## src/rtl/popcount_pkg.sv

```systemverilog
// Shared constants and types for the round-robin popcount scheduler.
// The id and count widths are tied to N_REQ and VW and are never overridden.
package popcount_pkg;

    localparam int N_REQ = 4;
    localparam int IDW   = 2;
    localparam int VW    = 16;
    localparam int CW    = 5;

    typedef logic [CW-1:0]  count_t;
    typedef logic [IDW-1:0] id_t;

    typedef enum logic {
        ST_EMPTY = 1'b0,
        ST_FULL  = 1'b1
    } state_t;

endpackage

```

## src/rtl/count_ones.sv

```systemverilog
// Combinational ones-counter: number of set bits in a VW-wide vector.
module count_ones
    import popcount_pkg::*;
(
    input  logic [VW-1:0] vec,
    output logic [CW-1:0] count
);

    // Adder chain over all bits; the result fits in CW bits, so it cannot overflow.
    always_comb begin
        count = {CW{1'b0}};
        for (int i = 0; i < VW; i++) begin
            count = count + CW'(vec[i]);
        end
    end

endmodule

```

## src/rtl/popcount_rr_sched.sv

```systemverilog
// Round-robin arbiter sharing one ones-counter between N_REQ requesters;
// the count and requester id are returned through a one-entry result register.
module popcount_rr_sched
    import popcount_pkg::*;
(
    input  logic                 clk,
    input  logic                 rst_n,
    input  logic [N_REQ-1:0]     req_valid,
    input  logic [N_REQ*VW-1:0]  req_vec,
    output logic [N_REQ-1:0]     req_ready,
    output logic                 res_valid,
    output logic [IDW-1:0]       res_id,
    output logic [CW-1:0]        res_count,
    input  logic                 res_ready,
    output logic                 busy
);

    state_t              state_r;
    state_t              state_next_s;
    id_t                 rr_ptr_r;
    id_t                 grant_idx_s;
    logic                grant_found_s;
    logic                can_accept_s;
    logic                accept_s;
    logic [VW-1:0]       sel_vec_s;
    count_t              sel_count_s;
    logic                res_valid_r;
    id_t                 res_id_r;
    count_t              res_count_r;

    // Priority search starting at rr_ptr; the id arithmetic wraps modulo N_REQ.
    always_comb begin
        id_t cand_v;
        grant_found_s = 1'b0;
        grant_idx_s   = {IDW{1'b0}};
        for (int k = 0; k < N_REQ; k++) begin
            cand_v = rr_ptr_r + id_t'(k);
            if (!grant_found_s && req_valid[cand_v]) begin
                grant_found_s = 1'b1;
                grant_idx_s   = cand_v;
            end else begin
                grant_found_s = grant_found_s;
            end
        end
    end

    // Handshake terms: a held result blocks new work unless it drains this cycle.
    always_comb begin
        can_accept_s = (state_r == ST_EMPTY) || res_ready;
        accept_s     = grant_found_s && can_accept_s;
        if (accept_s) begin
            req_ready = N_REQ'(1) << grant_idx_s;
        end else begin
            req_ready = {N_REQ{1'b0}};
        end
    end

    // Only the granted slice reaches the counter, so other requesters' bits are don't-care.
    always_comb begin
        sel_vec_s = req_vec[int'(grant_idx_s) * VW +: VW];
    end

    count_ones u_count_ones (
        .vec   (sel_vec_s),
        .count (sel_count_s)
    );

    // Next-state logic for the result register occupancy.
    always_comb begin
        state_next_s = state_r;
        case (state_r)
            ST_EMPTY: begin
                if (accept_s) begin
                    state_next_s = ST_FULL;
                end else begin
                    state_next_s = ST_EMPTY;
                end
            end
            ST_FULL: begin
                if (res_ready && !accept_s) begin
                    state_next_s = ST_EMPTY;
                end else begin
                    state_next_s = ST_FULL;
                end
            end
            default: state_next_s = ST_EMPTY;
        endcase
    end

    // State, pointer and result registers; a held result is discarded on reset.
    always_ff @(posedge clk or negedge rst_n) begin
        if (!rst_n) begin
            state_r     <= ST_EMPTY;
            rr_ptr_r    <= {IDW{1'b0}};
            res_valid_r <= 1'b0;
            res_id_r    <= {IDW{1'b0}};
            res_count_r <= {CW{1'b0}};
        end else begin
            state_r     <= state_next_s;
            res_valid_r <= (state_next_s == ST_FULL);
            if (accept_s) begin
                res_id_r    <= grant_idx_s;
                res_count_r <= sel_count_s;
                rr_ptr_r    <= grant_idx_s + id_t'(1);
            end
        end
    end

    assign res_valid = res_valid_r;
    assign res_id    = res_id_r;
    assign res_count = res_count_r;
    assign busy      = (|req_valid) || res_valid_r;

endmodule

```

## config.mk

```make
export PLATFORM = sky130hd
export DESIGN_NAME = popcount_rr_sched
export DESIGN_NICKNAME = d
export VERILOG_FILES = /design/src/rtl/popcount_pkg.sv /design/src/rtl/count_ones.sv /design/src/rtl/popcount_rr_sched.sv
export SDC_FILE = /design/constraint.sdc
export NUM_CORES = 1
export LEC_CHECK = 0
export CORE_UTILIZATION = 39
export CTS_CLUSTER_DIAMETER = 150
export DETAILED_ROUTE_END_ITERATION = 8
export HOLD_SLACK_MARGIN = 0.15
export PLACE_DENSITY = 0.82
export SLEW_MARGIN = 0
export SYNTH_ARGS = -nofsm -noshare
export SYNTH_HDL_FRONTEND = slang
export SYNTH_HIERARCHICAL = 1
export SYNTH_SLANG_ARGS = --single-unit
```

## constraint.sdc

```tcl
create_clock -name clk -period 4.95 [get_ports clk]
set_clock_uncertainty 0.05 [all_clocks]
set_input_delay 0.495 -clock clk [delete_from_list [all_inputs] [get_ports clk]]
set_output_delay 0.495 -clock clk [all_outputs]
set_load 0.1 [all_outputs]
```

==> impl_metrics.env, run 1 <==
export IMPL_dpl_instance_area_sq_um=2360
export IMPL_antenna_found_initial=0
export IMPL_cp_arrival_ns=4.75
export IMPL_cts_num_sinks=10
export IMPL_worstMarginPinSlew_ns=0.989
export IMPL_grt_first_pass_wirelength_um=5620
export IMPL_synth_top_family_by_area="multiplexers"
export IMPL_ys_seq_area_frac=0.169
export IMPL_initial_utilization=0.405
export IMPL_rsz0062_at_grt="false"
export IMPL_die_h_um=63.7
export IMPL_dp_cells=291
export IMPL_status="finished, final reports clean"
export IMPL_crit_fanout=8
export IMPL_grtUsageTotal=0.174
export IMPL_gp_congestion=0.755
export IMPL_ir_worst_vdd_mv=0.693
export IMPL_setup_viol=0
export IMPL_hold_ws_ns=0.419
export IMPL_ys_warn_count=6
export IMPL_syn_inst=159
export IMPL_grt_pass1_vias=1335
export IMPL_crit_path_end_kind="flip-flop"
export IMPL_place_hpwl_um=2980
export IMPL_drt_vias_per_instance=4.71
export IMPL_startpoint_type="flip-flop"
export IMPL_cap_violations=0
export IMPL_slew_violations=0
export IMPL_drt_iter0_drc=30
export IMPL_netlist_area_sq_um=1480
export IMPL_synth_compound_area_frac=0.0734
export IMPL_met2_length_um=1990
export IMPL_drive_gt1_frac=0.123
export IMPL_num_rows=22
export IMPL_r2r_slack_ns=0.33
export IMPL_num_antenna_cells=0
export IMPL_cts_htree_levels=1
export IMPL_intPower_w=0.000965
export IMPL_power_switching_w=0.000971
export IMPL_cp_cell_sequence="nand2b_1 > a21oi_1 > a311oi_4 > buf_12 > mux2i_1 > inv_1 > fa_1 > fa_1 > fa_1 > fa_1 > inv_1 > ha_1 > inv_1 > fa_2 > nor2b_1 > o21a_1 > nand2_1 > nand2_1"
export IMPL_synth_ff_latch_count=10
export IMPL_cp_slowest_cell="fa_1"
export IMPL_die_x_um=63.7
export IMPL_power_density_nw_per_um2=769
export IMPL_numCtsBuffers=3
export IMPL_p_sw_frac=0.501
export IMPL_finalPower_w=0.00194
export IMPL_numPortBuffers=83
export IMPL_fp_coreArea_sq_um=3660
export IMPL_die_area_sq_um=4050
export IMPL_power_leakage_nw=1.27
export IMPL_synth_top_cell_by_area="mux2i_1"
export IMPL_path_class="flip-flop to flip-flop"
export IMPL_path_clk_slew_ns=0.05
export IMPL_hold_viol_final=0
export IMPL_slew_headroom=0.338
export IMPL_wl_met1_um=1770
export IMPL_critPathMaxStageDelay_ns=0.56
export IMPL_synthMuxAreaShare=0.331
export IMPL_num_vias=1419
export IMPL_clock_path_buffers=2
export IMPL_hp_class="flip-flop to flip-flop"
export IMPL_met3WireLength_um=174
export IMPL_n_fill_cell=293
export IMPL_grt_max_degree=21
export IMPL_synthFlopType="dfrtp_1"
export IMPL_pwr_share_clk=0.053
export IMPL_wl_per_cell_um=13.2
export IMPL_synthSimpleGateAreaFrac=0.100
export IMPL_synth_top_area_frac=0.331
export IMPL_fin_crit_sh=0.934
export IMPL_root_buffer="clkbuf_8"
export IMPL_synth_nets=245
export IMPL_synth_area_per_cell_sq_um=9.32
export IMPL_drc=0
export IMPL_fmax_mhz=216
export IMPL_fin_nets=340
export IMPL_synth_xor_area_frac=0.0118
export IMPL_synth_fa_ha_area_frac=0.177
export IMPL_drtAntennaViolNets=0
export IMPL_period_minus_slack_ns=4.62
export IMPL_crit_top_cell="fa_1"
export IMPL_cp_required_ns=5.07
export IMPL_ys_async_sr_fraction=1.00
export IMPL_cts_tree="done"
export IMPL_synthTopCellsByArea="mux2i_1, dfrtp_1, fa_1"
export IMPL_dr_max_layer_used="met4"
export IMPL_io_pins=84
export IMPL_ys_types=29
export IMPL_seqPwrFrac=0.073
export IMPL_final_cell_area_sq_um=2520
export IMPL_synth_common_cells="mux2i_1, inv_1, nand2_1"
export IMPL_drt_total_wl_um=3960
export IMPL_grt_ovfl_total=0
export IMPL_final_cells=301
export IMPL_synth_edf_count=0
export IMPL_power_frac_comb=0.874
export IMPL_area_growth_pct=69.7
export IMPL_clk_latency_ns=0.24
export IMPL_dr_pass1_iters=4
export IMPL_synth_most_common_cell="mux2i_1"
## logic make-up (layout without fill, tap and decap cells)
kind of cell | count (synthesis) | count (layout)
adder cells (fa/ha/maj) | 15 | 15
multiplexers | 49 | 49
AO/OA/AOI/OAI | 13 | 15
XOR/XNOR | 2 | 2
buffers and inverters | 37 | 129
flip-flops | 10 | 10
AND/OR/NAND/NOR | 33 | 33
## sequential cells by signal (all words and copies together), names as in the netlist
signal     cells
res_id         2
res_valid      1
res_count      5
rr_ptr_r       2
## metal layers
layer	GRT usage	vias up
li1	-	719
met1	0.220	652
met2	0.303	43
met3	0.0380	5
met4	0.0313	0
met5	0	-
## cells in the final DEF (no fill, tap or decap), drive strengths merged, types with 2 or more instances in the layout
cell type / instances
a21oi: 5
nand2b: 2
xnor2: 2
fa: 10
clkbuf: 5
nand2: 24
ha: 5
dfrtp: 10
clkdlybuf4s50: 76
buf: 14
a21o: 2
mux2i: 49
dlymetal6s2s: 4
o2bb2a: 3
nor2: 2
inv: 30
## final cells by class
cell class,instances,area [sq um],share of cell area
sequential,10,251,0.100
clock buffer,4,55.1,0.0219
timing repair buffer,95,953,0.379
tap,48,60.1,0.0239
multi-input combinational,114,1080,0.431
inverter,30,113,0.0448
## power by group through the flow
stage               sequential [W]  combinational (W)  clock [W]
floorplan                 0.000288            0.00112          0
global placement          0.000139            0.00159          0
detailed placement        0.000138            0.00165          0
CTS                       0.000138            0.00167   0.000105
global route              0.000145            0.00193   0.000109
finish                    0.000141            0.00169   0.000103
## worst max-delay path: cells and delay by family (launching register included)
family | cells | cell delay [ns]
AO/OA/AOI/OAI | 3 | 0.60
adder cells (fa/ha/maj) | 6 | 2.45
flip-flops | 1 | 0.48
AND/OR/NAND/NOR | 4 | 0.39
buffers and inverters | 4 | 0.39
multiplexers | 1 | 0.19
## through the flow
stage	setup TNS [ns]	worst slack [ns]	utilization
floorplan	0	0.466	-
global placement	-0.335	-0.126	0.646
detailed placement	-0.585	-0.191	0.646
CTS	0	0.0280	0.661
global route	0	0.0426	0.687
finish	0	0.328	0.687
## path summary, 6_finish.rpt
path                             start           end  cells after the start
min reg2reg                  res_id[0]     res_id[0]                      2
min in group asynchronous        rst_n     res_id[1]                      1
max reg2reg                rr_ptr_r[1]  res_count[4]                     18
max in group asynchronous        rst_n   rr_ptr_r[1]                      1
min                          res_id[0]     res_id[0]                      2
max                        rr_ptr_r[1]  res_count[4]                     18
## timing repair
action                     4_1_cts  5_1_grt
setup buffers                    0        3
hold buffers                     0        0
resized for setup                0        9
setup endpoints to repair        0        4
(Power assumes the default switching activity.)
==> inputs of run 2 (changes only) <==
--- a/config.mk
+++ b/config.mk
@@ -10,6 +10,7 @@
 export DETAILED_ROUTE_END_ITERATION = 8
 export HOLD_SLACK_MARGIN = 0.15
 export PLACE_DENSITY = 0.82
+export REMOVE_ABC_BUFFERS = 1
 export SLEW_MARGIN = 0
 export SYNTH_ARGS = -nofsm -noshare
 export SYNTH_HDL_FRONTEND = slang
==> run 2 against run 1 <==
Compared with the run above: setup slack lost 0.14 ns; sequential power is essentially flat; total power grew 2.8%; maximum frequency shrank 3.0%; hold slack gained 0.0092 ns; die area is the same; utilization grew 1.1 points.
==> impl_metrics.env, run 2 (same netlist as run 1, synthesis figures left out) <==
export IMPL_hold_depth=2
export IMPL_power_switching_w=0.00100
export IMPL_hold_ws_ns=0.428
export IMPL_cts_htree_levels=1
export IMPL_slew_violations=0
export IMPL_setup_viol=0
export IMPL_drt_vias_per_instance=4.72
export IMPL_place_hpwl_um=2660
export IMPL_intPower_w=0.000987
export IMPL_numPortBuffers=83
export IMPL_power_frac_comb=0.876
export IMPL_crit_path_end_kind="flip-flop"
export IMPL_root_buffer="clkbuf_8"
export IMPL_worstSetupStartpoint="rr_ptr_r[1]"
export IMPL_antenna_found_initial=0
export IMPL_hold_viol_final=0
export IMPL_path_class="flip-flop to flip-flop"
export IMPL_num_vias=1441
export IMPL_cap_violations=0
export IMPL_power_density_nw_per_um2=778
export IMPL_grt_first_pass_wirelength_um=5390
export IMPL_pwr_share_clk=0.052
export IMPL_power_leakage_nw=1.29
export IMPL_area_growth_pct=72.3
export IMPL_wl_per_cell_um=12.1
export IMPL_path_clk_slew_ns=0.05
export IMPL_drt_iter0_drc=40
export IMPL_initial_utilization=0.405
export IMPL_min_from="res_id[1]"
export IMPL_crit_fanout=8
export IMPL_reg2reg_from="rr_ptr_r[1]"
export IMPL_dp_cells=292
export IMPL_rr_worst_depth=18
export IMPL_hp_class="flip-flop to flip-flop"
export IMPL_io_pins=84
export IMPL_final_cell_area_sq_um=2550
export IMPL_gp_congestion=0.713
export IMPL_grt_pass1_vias=1300
export IMPL_dr_pass1_iters=4
export IMPL_cp_cell_sequence="nand2b_1 > a21oi_1 > a311oi_4 > buf_12 > buf_4 > mux2i_1 > inv_1 > fa_1 > fa_1 > fa_1 > fa_1 > inv_1 > ha_1 > a21o_1 > a21oi_2 > xnor2_1 > nand2_1 > nand2_1"
export IMPL_r2r_slack_ns=0.18
export IMPL_cp_arrival_ns=4.89
export IMPL_startpoint_type="flip-flop"
export IMPL_fin_crit_sh=0.963
export IMPL_dpl_instance_area_sq_um=2370
export IMPL_status="finished, final reports clean"
export IMPL_r2r_end="res_count[3]"
export IMPL_cp_required_ns=5.08
export IMPL_drt_total_wl_um=3690
export IMPL_grtUsageTotal=0.166
export IMPL_drc=0
export IMPL_num_rows=22
export IMPL_slew_headroom=0.345
export IMPL_ir_worst_vdd_mv=0.440
export IMPL_drive_gt1_frac=0.136
export IMPL_grt_max_degree=22
export IMPL_clock_path_buffers=2
export IMPL_fin_nets=344
export IMPL_die_area_sq_um=4050
export IMPL_final_cells=305
export IMPL_numCtsBuffers=3
export IMPL_fmax_mhz=210
export IMPL_cp_slowest_cell="fa_1"
export IMPL_drtAntennaViolNets=0
export IMPL_die_x_um=63.7
export IMPL_seqPwrFrac=0.073
export IMPL_cts_tree="done"
export IMPL_hold_end="res_id[1]"
export IMPL_fp_coreArea_sq_um=3660
export IMPL_num_antenna_cells=0
export IMPL_period_minus_slack_ns=4.77
export IMPL_largest_reg_flops=5
export IMPL_die_h_um=63.7
export IMPL_grt_ovfl_total=0
export IMPL_clk_latency_ns=0.24
export IMPL_crit_top_cell="fa_1"
export IMPL_final_cell_mix="clkdlybuf4s50_1, mux2i_1, inv_1"
export IMPL_p_sw_frac=0.504
export IMPL_cts_num_sinks=10
export IMPL_worstMarginPinSlew_ns=0.979
export IMPL_critPathMaxStageDelay_ns=0.55
export IMPL_mostFrequentLayoutCell="clkdlybuf4s50_1"
export IMPL_finalPower_w=0.00199
## run 2: metrics by stage
step           worst slack, ns   util  TNS, ns
2_1_floorplan            -1.33      -    -6.09
3_3_place_gp            -0.151  0.648   -0.423
3_5_place_dp            -0.197  0.648   -0.619
4_1_cts                 0.0354  0.663        0
5_1_grt                -0.0400  0.698  -0.0400
6_report                 0.183  0.698        0
## run 2: layout make-up
class	instances	area, sq um
well taps	48	60.1
fillers	294	1110
clock buffers	4	55.1
flip-flops and latches	10	251
inverters	30	113
multi-input cells	114	1090
repair buffers	99	983
## run 2: power by group through the flow
stage	clock [W]	sequential (W)	combinational (W)
final	0.000103	0.000144	0.00174
after global routing	0.000110	0.000146	0.00192
after CTS	0.000104	0.000139	0.00163
after floorplan	0	0.000288	0.00109
after global placement	0	0.000140	0.00157
after detailed placement	0	0.000140	0.00163
## run 2: timing repair
| item | CTS | global route |
|---|---|---|
| endpoints found under the setup margin | 0 | 4 |
| setup buffers | 0 | 6 |
| hold buffers | 0 | 0 |
| gates resized for setup | 0 | 10 |
## run 2: worst max-delay path by stage
stage,to,slack [ns],depth (start not counted)
floorplan,res_count[4],-1.33,16
global placement,res_count[4],-0.15,19
detailed placement,res_count[4],-0.20,19
CTS,res_count[4],0.04,19
global route,res_count[4],-0.04,19
finish,res_count[3],0.18,18
## run 2: routing by layer
layer  share of wire  global-route usage  vias up
met5               0                   0        -
met4           0.019              0.0625        0
met3           0.053              0.0380        6
met2            0.51               0.282       49
met1            0.42               0.202      660
li1                -                   -      726
## run 2: critical path, delay by kind of cell, from the launching register on
family,cells,cell delay [ns]
buffers and inverters,4,0.41
and+or+nand+nor,3,0.29
DFF,1,0.49
adders and majority gates,5,2.25
AOI/OAI and AO/OA,4,0.89
muxes,1,0.17
xor gates and xnor gates,1,0.14
